$ cat config.mk
export PLATFORM = sky130hd
export DESIGN_NAME = ripple_adder_reg_flat
export DESIGN_NICKNAME = d
export VERILOG_FILES = /design/src/rtl/ripple_adder_reg_if.sv /design/src/rtl/ripple_adder_reg.sv /design/src/flat_wrapper.sv
export SDC_FILE = /design/constraint.sdc
export NUM_CORES = 1
export LEC_CHECK = 0
export ABC_AREA = 1
export CAP_MARGIN = 20
export CORE_MARGIN = 1.5
export CORE_UTILIZATION = 34
export DETAILED_ROUTE_END_ITERATION = 16
export GPL_TIMING_DRIVEN = 0
export HOLD_SLACK_MARGIN = 0.12
export PLACE_DENSITY_LB_ADDON = 0.08
export REMOVE_ABC_BUFFERS = 1
export SETUP_SLACK_MARGIN = 0.1
export SYNTH_ARGS = -nofsm -noshare
export SYNTH_HDL_FRONTEND = slang
export SYNTH_HIERARCHICAL = 1
export SYNTH_SLANG_ARGS = --single-unit
export TNS_END_PERCENT = 1
$ cat constraint.sdc
create_clock -name clk -period 0.8 [get_ports clk]
set_clock_uncertainty 0.15 [all_clocks]
set_input_delay 0.16 -clock clk [delete_from_list [all_inputs] [get_ports clk]]
set_output_delay 0.16 -clock clk [all_outputs]
set_load 0.005 [all_outputs]
$ cat src/rtl/ripple_adder_reg_if.sv
// Operand/result bundle for ripple_adder_reg: the master drives the operands and the adder returns
// the registered sum and carry-out.
interface ripple_adder_reg_if #(
    parameter int unsigned N = 16
);
    logic [N-1:0] a;
    logic [N-1:0] b;
    logic         cin;
    logic [N-1:0] sum;
    logic         co;

    modport master (output a, output b, output cin, input sum, input co);
    modport slave  (input a, input b, input cin, output sum, output co);
endinterface

$ cat src/rtl/ripple_adder_reg.sv
// N-bit ripple-carry adder built from a chain of full-adder cells.
// {co, sum} is captured in an output register; rst_n clears it asynchronously.
module full_adder_cell (
    input  logic i_a,
    input  logic i_b,
    input  logic i_c,
    output logic o_s,
    output logic o_c
);
    assign o_s = i_a ^ i_b ^ i_c;
    assign o_c = (i_a & i_b) | (i_a & i_c) | (i_b & i_c);
endmodule

module ripple_adder_reg #(
    parameter int unsigned N = 16
) (
    input  logic               clk,
    input  logic               rst_n,
    ripple_adder_reg_if.slave  bus
);
    logic [N:0]   w_c;
    logic [N-1:0] w_s;
    logic [N-1:0] r_sum;
    logic         r_co;

    assign w_c[0] = bus.cin;

    // Strict ripple: each cell takes its carry-in from the previous cell's carry-out.
    for (genvar i = 0; i < N; i++) begin : g_fa
        full_adder_cell u_fa (
            .i_a (bus.a[i]),
            .i_b (bus.b[i]),
            .i_c (w_c[i]),
            .o_s (w_s[i]),
            .o_c (w_c[i+1])
        );
    end

    always_ff @(posedge clk or negedge rst_n) begin
        if (!rst_n) begin
            r_sum <= '0;
            r_co  <= 1'b0;
        end else begin
            r_sum <= w_s;
            r_co  <= w_c[N];
        end
    end

    assign bus.sum = r_sum;
    assign bus.co  = r_co;
endmodule

$ cat src/flat_wrapper.sv
// flat-port wrapper written by rule: the top's interface ports become plain ports
module ripple_adder_reg_flat 
#(
    parameter int unsigned N = 16
)
  (clk, rst_n, bus_a, bus_b, bus_cin, bus_sum, bus_co);
  ripple_adder_reg_if #(.N(N)) bus_i ();
  input  logic clk;
  input  logic rst_n;
  input wire logic [$bits(bus_i.a)-1:0] bus_a;
  input wire logic [$bits(bus_i.b)-1:0] bus_b;
  input wire logic [$bits(bus_i.cin)-1:0] bus_cin;
  output wire logic [$bits(bus_i.sum)-1:0] bus_sum;
  output wire logic [$bits(bus_i.co)-1:0] bus_co;
  assign bus_i.a = bus_a;
  assign bus_i.b = bus_b;
  assign bus_i.cin = bus_cin;
  assign bus_sum = bus_i.sum;
  assign bus_co = bus_i.co;
  ripple_adder_reg #(.N(N)) u_core (.clk(clk), .rst_n(rst_n), .bus(bus_i));
endmodule
==> results.toml <==
[run_status]
status = "complete, but fails checks"
violations = "negative hold slack, negative setup slack"

[placement]
hpwl_mm = 1.21
globalplace.congestion = 0.682
io_buffers = 51

[floorplan]
row_count = 16
die_area_um2 = 2480
fp.dieH_um = 49.8
io_pins = 52
start_util_pct = 36.9
fp.dieW_um = 49.8
core-area_um2 = 2020

[cells_and_area]
area_growth_pct = 68.1
seq_area_um2 = 425
drive_gt1_share_pct = 44.3
nNetsFinal = 140
multi_input_area_um2 = 358
diodes = 0
nFillCells = 163

[sta]
max-slew-margin-rel_pct = 72.8
rsz0062_at_grt = "yes"
hold_ws_ns = -0.358
drv_slew = 0
worst_slack_ns = -5.13
timing.fmax_mhz = 169
finalSetupTns_ns = -50.15
tightest_slew_ns = 0.408
finalHoldViolCount = 17
min_period_over_period_pct = 741
min_period_ns = 5.93
setup_viol_count_final = 33

[job]
drv_cap = 0

[synthesis]
synth_commonest_cells = "dfrtp_1 (17), fa_1 (16)"
synth_edf_count = 0
synthArstFlopShare_pct = 100
ys_ff_latch = 17
synth_warnings = 6
avgSynthCellArea_um2 = 22.6
netlist_instances = 33
syn-cell-area_um2 = 746
synth_area_leaders = "dfrtp_1 (57%), fa_1 (43%)"
yosysSeqAreaShare_pct = 57.0
yosysTopAreaCell = "dfrtp_1"
synth_top_area_share_pct = 57.0
synth_ff_type = "dfrtp_1"
synth.distinct_cells = 2
yosysMostFrequentCell = "dfrtp_1"

[setup_path]
crit_path_end_kind = "flop"
worstPathMaxFanout = 1
worstSetupPathType = "input pin to flop"
startpoint_type = "input pin"
cp.required_ns = 0.81
critPathArrivalTime_ns = 5.94

[route]
met2RoutedLength_um = 831
vias_per_cell = 4.10
detail-route-antenna-nets = 0
highest_layer = "met3"
firstDrtPassIters = 1
drt_iter0_drc = 0
wl_mm = 1.38
wl_per_cell_um = 12.0
vias = 472
drcViolationCount = 0
met1_length_um = 441
wl_met3_um = 111

[grt]
grt_pass1_vias = 541
antenna_found_initial = 0
grt_pass1_wl_mm = 2.41
grt_max_degree = 18
grt_overflow_total = 0
grt_usage_pct = 13.2

[cts]
numCtsBuffers = 3
h-tree-depth = 1
cts_setup_buffers = 0
tritoncts = "yes"
clockBufferDepth = 2
clock-sinks = 17
root_buffer = "clkbuf_4"
cts.clk_slew.worst_paths_ns = 0.09

[power]
finalPower_w = 0.00207
ir_worst_vdd_uv = 973
p_leak_nw = 0.524
pwr_density_cell_nw_per_um2 = 1650

[min_path]
holdCritPathClass = "input pin to asynchronous set/reset pin"
-- area by class of cell --
| class | count | share of cell area [%] |
|---|---|---|
| clock buffers | 4 | 2.10 |
| multi-input cells | 16 | 28.5 |
| flip-flops and latches | 17 | 33.9 |
| well taps | 27 | 2.69 |
| repair buffers | 51 | 32.7 |
-- registers in the layout, indices dropped and copies added, names as in the netlist --
name,flops
u_core/bus.sum,16
u_core/bus.co,1
-- per-stage QoR --
step,instances,setup WS [ns],utilization [%],area [um^2]
after detailed placement,111,-6.53,63.8,1290
after CTS,115,-5.16,65.2,1320
after global placement,111,-6.46,63.8,1290
final,115,-5.13,62.0,1250
after floorplan,33,-5.80,-,746
after global routing,115,-5.24,62.0,1250
-- cell families after synthesis --
family | count (synthesis) | synth area share, %
fa+ha+maj | 16 | 43.0
flops | 17 | 57.0
-- path summary, 6_finish.rpt --
kind                       startpoint                 end  slack [ns]
worst max-delay path          bus_cin  u_core/bus.sum[15]       -5.13
worst min-delay path            rst_n  u_core/bus.sum[15]       -0.36
max in group asynchronous       rst_n   u_core/bus.sum[7]        0.57
min in group clk              bus_cin   u_core/bus.sum[0]        0.04
-- cell usage in the layout, fill, tap and decap left out --
master	instances
buf_6	1
buf_2	7
dfrtp_1	17
fa_1	1
clkbuf_2	13
fa_2	15
clkdlybuf4s50_1	29
dlygate4sd2_1	1
clkbuf_1	1
clkbuf_4	3
-- power breakdown --
group	switching (W)	internal, W
sequential	0.0000373	0.00102
combinational	0.000235	0.000345
clock	0.000237	0.000193
-- routing by layer --
metal  track usage (%)  vias up
met5                 0        -
li1                  -      209
met1              14.2      237
met2              24.9       26
met3              3.64        0
met4              4.17        0
-- critical path, stage by stage --
cell and delay, ns:
buf_6 0.09, fa_2 0.38, fa_2 0.35, fa_2 0.34, fa_2 0.34, fa_2 0.34
fa_2 0.34, fa_2 0.34, fa_2 0.35, fa_2 0.35, fa_2 0.35, fa_2 0.35
fa_2 0.36, fa_2 0.37, fa_2 0.36, fa_2 0.34, fa_1 0.42
-- what timing repair did --
item / 4_1_cts / 5_1_grt
pin swaps: 1 / 0
hold endpoints to repair: 18 / 18
resized for setup: 74 / 13
setup endpoints to repair: 51 / 51
No activity file was read; power rests on OpenSTA's default activity.
==> patch 1 (config.mk and constraints unchanged) <==
`N` is set to 16 in 3 places; all go to 32.
--- a/src/rtl/ripple_adder_reg_if.sv
+++ b/src/rtl/ripple_adder_reg_if.sv
@@ -3,3 +3,3 @@
 interface ripple_adder_reg_if #(
-    parameter int unsigned N = 16
+    parameter int unsigned N = 32
 );
--- a/src/rtl/ripple_adder_reg.sv
+++ b/src/rtl/ripple_adder_reg.sv
@@ -14,3 +14,3 @@
 module ripple_adder_reg #(
-    parameter int unsigned N = 16
+    parameter int unsigned N = 32
 ) (
--- a/src/flat_wrapper.sv
+++ b/src/flat_wrapper.sv
@@ -3,3 +3,3 @@
 #(
-    parameter int unsigned N = 16
+    parameter int unsigned N = 32
 )
Ports: changed (resized bus_a, bus_b and bus_sum); port bits go from 52 to 100. No check against the original RTL was run, so the function may have changed too.
==> patch 1 against the original RTL <==
  * The flow still finishes with violations (negative hold slack, negative setup slack)
  * Synthesized area up 97%
  * Global-route usage up 2.1 points
  * Setup slack worse by 5.6 ns
  * Total power up 120%
  * Cell count up 92%
  * Combinational power up 110%
  * Sequential cell count up 16
  * Cell area up 100%
  * Clock power rose to 2.8 times the old value
  * Via count up 100%
  * Wire length up 130%
==> patch 1: results (changes against the original RTL) <==
htreeDepth: 2  # +1
fin_hold_ws_ns: -0.298  # +0.0600 ns
hold_violations: 33  # +16
violations: "negative hold slack, negative setup slack"
first_global_vias: 1078  # +99%
place_ws_ns: -12.89  # -6.36 ns
status: "finished, violations left"
final_layout_size_suffix_gt1_share_pct: 43.3  # -1.0 points
met2_length_um: 1790  # +120%
placed_area_mm2: 0.00251  # +95%
synthTopCellsByArea: "dfrtp_1 56%, fa_1 44%"
largest_reg_flops: 32  # +16
synthMuxAreaShare_pct: 0  # unchanged
grtUsageMet2_pct: 26.8  # +1.9 points
dr.pass1.iters: 2  # +1
path_clk_slew_ns: 0.06  # -0.03 ns
fin_tns_setup_ns: -191.10  # -140.94 ns
ys_top_cells_by_count: "33 x dfrtp_1, 32 x fa_1"
met1_usage_pct: 16.5  # +2.4 points
grt_max_degree: 34  # +16
worstMarginPinSlew_ns: 0.446  # +0.0384 ns
synthArstFlopShare_pct: 100  # unchanged
wl_met3_um: 370  # +230%
top_layer: "met4"
drt-met1-wl_um: 968  # +120%
avgSynthCellArea_um2: 22.6  # -0.17%
grt_pass1_wl_um: 4960  # +110%
synth_xor_area_share_pct: 0  # unchanged
nets: 270  # +93%
portBuffers: 99  # +94%
cp-startpoint: "bus_a[0]"
via_count: 953  # +100%
setup_viol: 65  # +97%
crit_path_end: "u_core/bus.sum[31]$_DFF_PN0_"
leakagePower_nw: 1.04  # +99%
drt-initial-drc-count: 28  # +28
grtUsageMet3_pct: 5.36  # +1.7 points
hold_class: "in2async"
synthAdderAreaFrac_pct: 43.7  # +0.73 points
dp_cells: 214  # +93%
ys_types: 2  # unchanged
cts-buffers-inserted: 5  # +2
setup_slack_ns: -10.76  # -5.63 ns
ys_seq_area_share_pct: 56.3  # -0.73 points
finalWirelength_um: 3180  # +130%
fin_cells: 221  # +92%
globalplace.congestion: 0.708  # +3.9%
ir_drop_mv: 0.986  # +1.4%
track_usage_pct: 15.4  # +2.1 points
root_buffer: "clkbuf_8"
==> patch 1: changes by cell type in the layout (fill, tap and decap cells not counted) <==
cell / before / now
clkbuf_8: 0 / 6
dlymetal6s2s_1: 0 / 1
buf_2: 7 / 13
fa_2: 15 / 31
clkbuf_2: 13 / 22
clkbuf_4: 3 / 1
dfrtp_1: 17 / 33
clkdlybuf4s50_1: 29 / 60
==> patch 1: final cells by class <==
cell class                 instances  area (um^2)
fill                             316         1580
multi-input combinational         32          718
timing repair buffer              99          816
sequential                        33          826
tap                               50         62.6
clock buffer                       7         86.3
==> patch 1: repair_timing <==
action	in CTS	in global routing
hold endpoints to repair	34	35
resized for setup	133	24
endpoints found under the setup margin	66	74
pin swaps	2	2
==> patch 1: power breakdown <==
| group | switching (mW) | internal (mW) | total (mW) |
|---|---|---|---|
| logic | 0.488 | 0.701 | 1.19 |
| clock network | 0.533 | 0.681 | 1.21 |
| registers | 0.0796 | 1.99 | 2.07 |
==> patch 2 (same settings) <==
Made on the original files. `r_sum` no longer has a reset.
--- a/src/rtl/ripple_adder_reg.sv
+++ b/src/rtl/ripple_adder_reg.sv
@@ -40,8 +40,10 @@
         if (!rst_n) begin
-            r_sum <= '0;
             r_co  <= 1'b0;
         end else begin
-            r_sum <= w_s;
             r_co  <= w_c[N];
         end
+    end
+
+    always_ff @(posedge clk) begin
+        r_sum <= w_s;
     end
Function: changed (Yosys sat finds a counterexample within 4 cycles, from zero or initial values and one cycle with rst_n low).
==> patch 2 against the original RTL <==
  * The flow still finishes with violations (negative hold slack, negative setup slack)
  * Combinational power fell by 3.8%
  * Cell area shrank 5.3%
  * Setup slack improved by 0.027 ns
  * Count of clock-buffer cells in the layout is the same
  * Sequential cell count did not move
  * Total power shrank 1.1%
  * Wire length shrank 14%
  * Synthesized area decreased by 11%
  * Critical path depth unchanged
  * Critical path type unchanged
  * Highest routed layer is now met4
==> patch 2: results (changes against the original RTL) <==
path_clk_slew_ns: 0.09  # about the same
final_layout_size_suffix_gt1_share_pct: 45.5  # +1.1 points
dr.pass1.iters: 1  # unchanged
synthAdderAreaFrac_pct: 48.1  # +5.2 points
ir_drop_mv: 1.23  # +26%
postCtsSetupBuffers: 0  # unchanged
portBuffers: 51  # unchanged
setup_viol: 33  # unchanged
htreeDepth: 1  # unchanged
setup_slack_ns: -5.11  # +0.0267 ns
via_count: 450  # -4.7%
cts-buffers-inserted: 3  # unchanged
placed_area_mm2: 0.00121  # -6.4%
antenna_found_initial: 0  # unchanged
nets: 140  # unchanged
synth-main-ff-cell: "dfxtp_1"
clockBufferDepth: 2  # unchanged
synthMuxAreaShare_pct: 0  # unchanged
ys_top_cells_by_count: "16 x dfxtp_1, 16 x fa_1, 1 x dfrtp_1"
post_drt_wl_per_cell_um: 10.5  # -13%
globalplace.congestion: 0.656  # -3.9%
leakagePower_nw: 0.481  # -8.2%
root_buffer: "clkbuf_4"
status: "finished, violations left"
worstPathMaxFanout: 1  # unchanged
path_delay_family: "adder cells"
hold_class: "in2async"
synthTopCellsByArea: "dfxtp_1 48%, fa_1 48%, dfrtp_1 3.8%"
grt_pass1_wl_um: 2040  # -15%
power_switching_mw: 0.480  # -5.8%
hold_violations: 1  # -16
synth-edff-count: 0  # unchanged
fin_hold_ws_ns: -0.138  # +0.220 ns
ys_seq_area_share_pct: 51.9  # -5.2 points
synth_compound_area_share_pct: 0  # unchanged
first_global_vias: 438  # -19%
synth_xor_area_share_pct: 0  # unchanged
diodes: 0  # unchanged
largest_reg_flops: 16  # unchanged
arrival_ns: 5.92  # -0.02 ns
ys_types: 3  # +1
post_cts_resized: 95  # +28%
drt-initial-drc-count: 0  # unchanged
grt_max_degree: 10  # -8
cp_slowest_cell: "fa_1"
violations: "negative hold slack, negative setup slack"
synthArstFlopShare_pct: 5.88  # -94 points
cpPeakStageDelay_ns: 0.43
worstMarginPinSlew_ns: 0.106  # -0.302 ns
track_usage_pct: 14.1  # +0.81 points
==> patch 2: worst max path at each step <==
stage	from	end	slack, ns	depth (start not counted)
after detailed placement	bus_a[0]	u_core/bus.sum[15]$_DFF_P_	-6.46	17
after global placement	bus_a[0]	u_core/bus.sum[15]$_DFF_P_	-6.44	17
after global routing	bus_a[0]	u_core/bus.sum[15]$_DFF_P_	-5.17	17
final	bus_a[0]	u_core/bus.sum[15]$_DFF_P_	-5.11	17
after CTS	bus_a[0]	u_core/bus.sum[15]$_DFF_P_	-5.10	17
after floorplan	bus_a[0]	u_core/bus.sum[15]$_DFF_P_	-5.79	16
==> patch 2: power groups by stage <==
stage | sequential, mW | combinational [mW] | clock [mW]
after CTS | 1.05 | 0.565 | 0.466
after floorplan | 1.11 | 0.110 | 0
after global placement | 1.07 | 0.688 | 0
final | 1.05 | 0.558 | 0.432
after detailed placement | 1.08 | 0.704 | 0
after global routing | 1.08 | 0.646 | 0.507
==> patch 2: per-stage QoR <==
step	setup TNS (ns)	hold slack (ns)	utilization, %	worst slack (ns)	instances
2_1_floorplan	-52.80	-0.286	-	-5.79	33
3_3_place_gp	-67.14	0.162	67.7	-6.44	109
3_5_place_dp	-67.45	0.171	67.7	-6.46	109
4_1_cts	-49.35	-0.149	66.2	-5.10	113
5_1_grt	-50.41	-0.164	66.6	-5.17	113
6_report	-49.13	-0.138	66.6	-5.11	113
==> patch 2: routing by layer <==
layer	GRT usage, %	wire (um)
met5	0	0
met3	10.0	178
met1	15.2	356
met4	3.33	11
met2	22.4	638
==> patch 2: layout make-up <==
cell class | count | area, um^2
Clock buffer | 4 | 26.3
Timing Repair Buffer | 51 | 424
Tap cell | 25 | 31.3
Sequential cell | 17 | 348
Multi-Input combinational cell | 16 | 358
Fill cell | 147 | 596
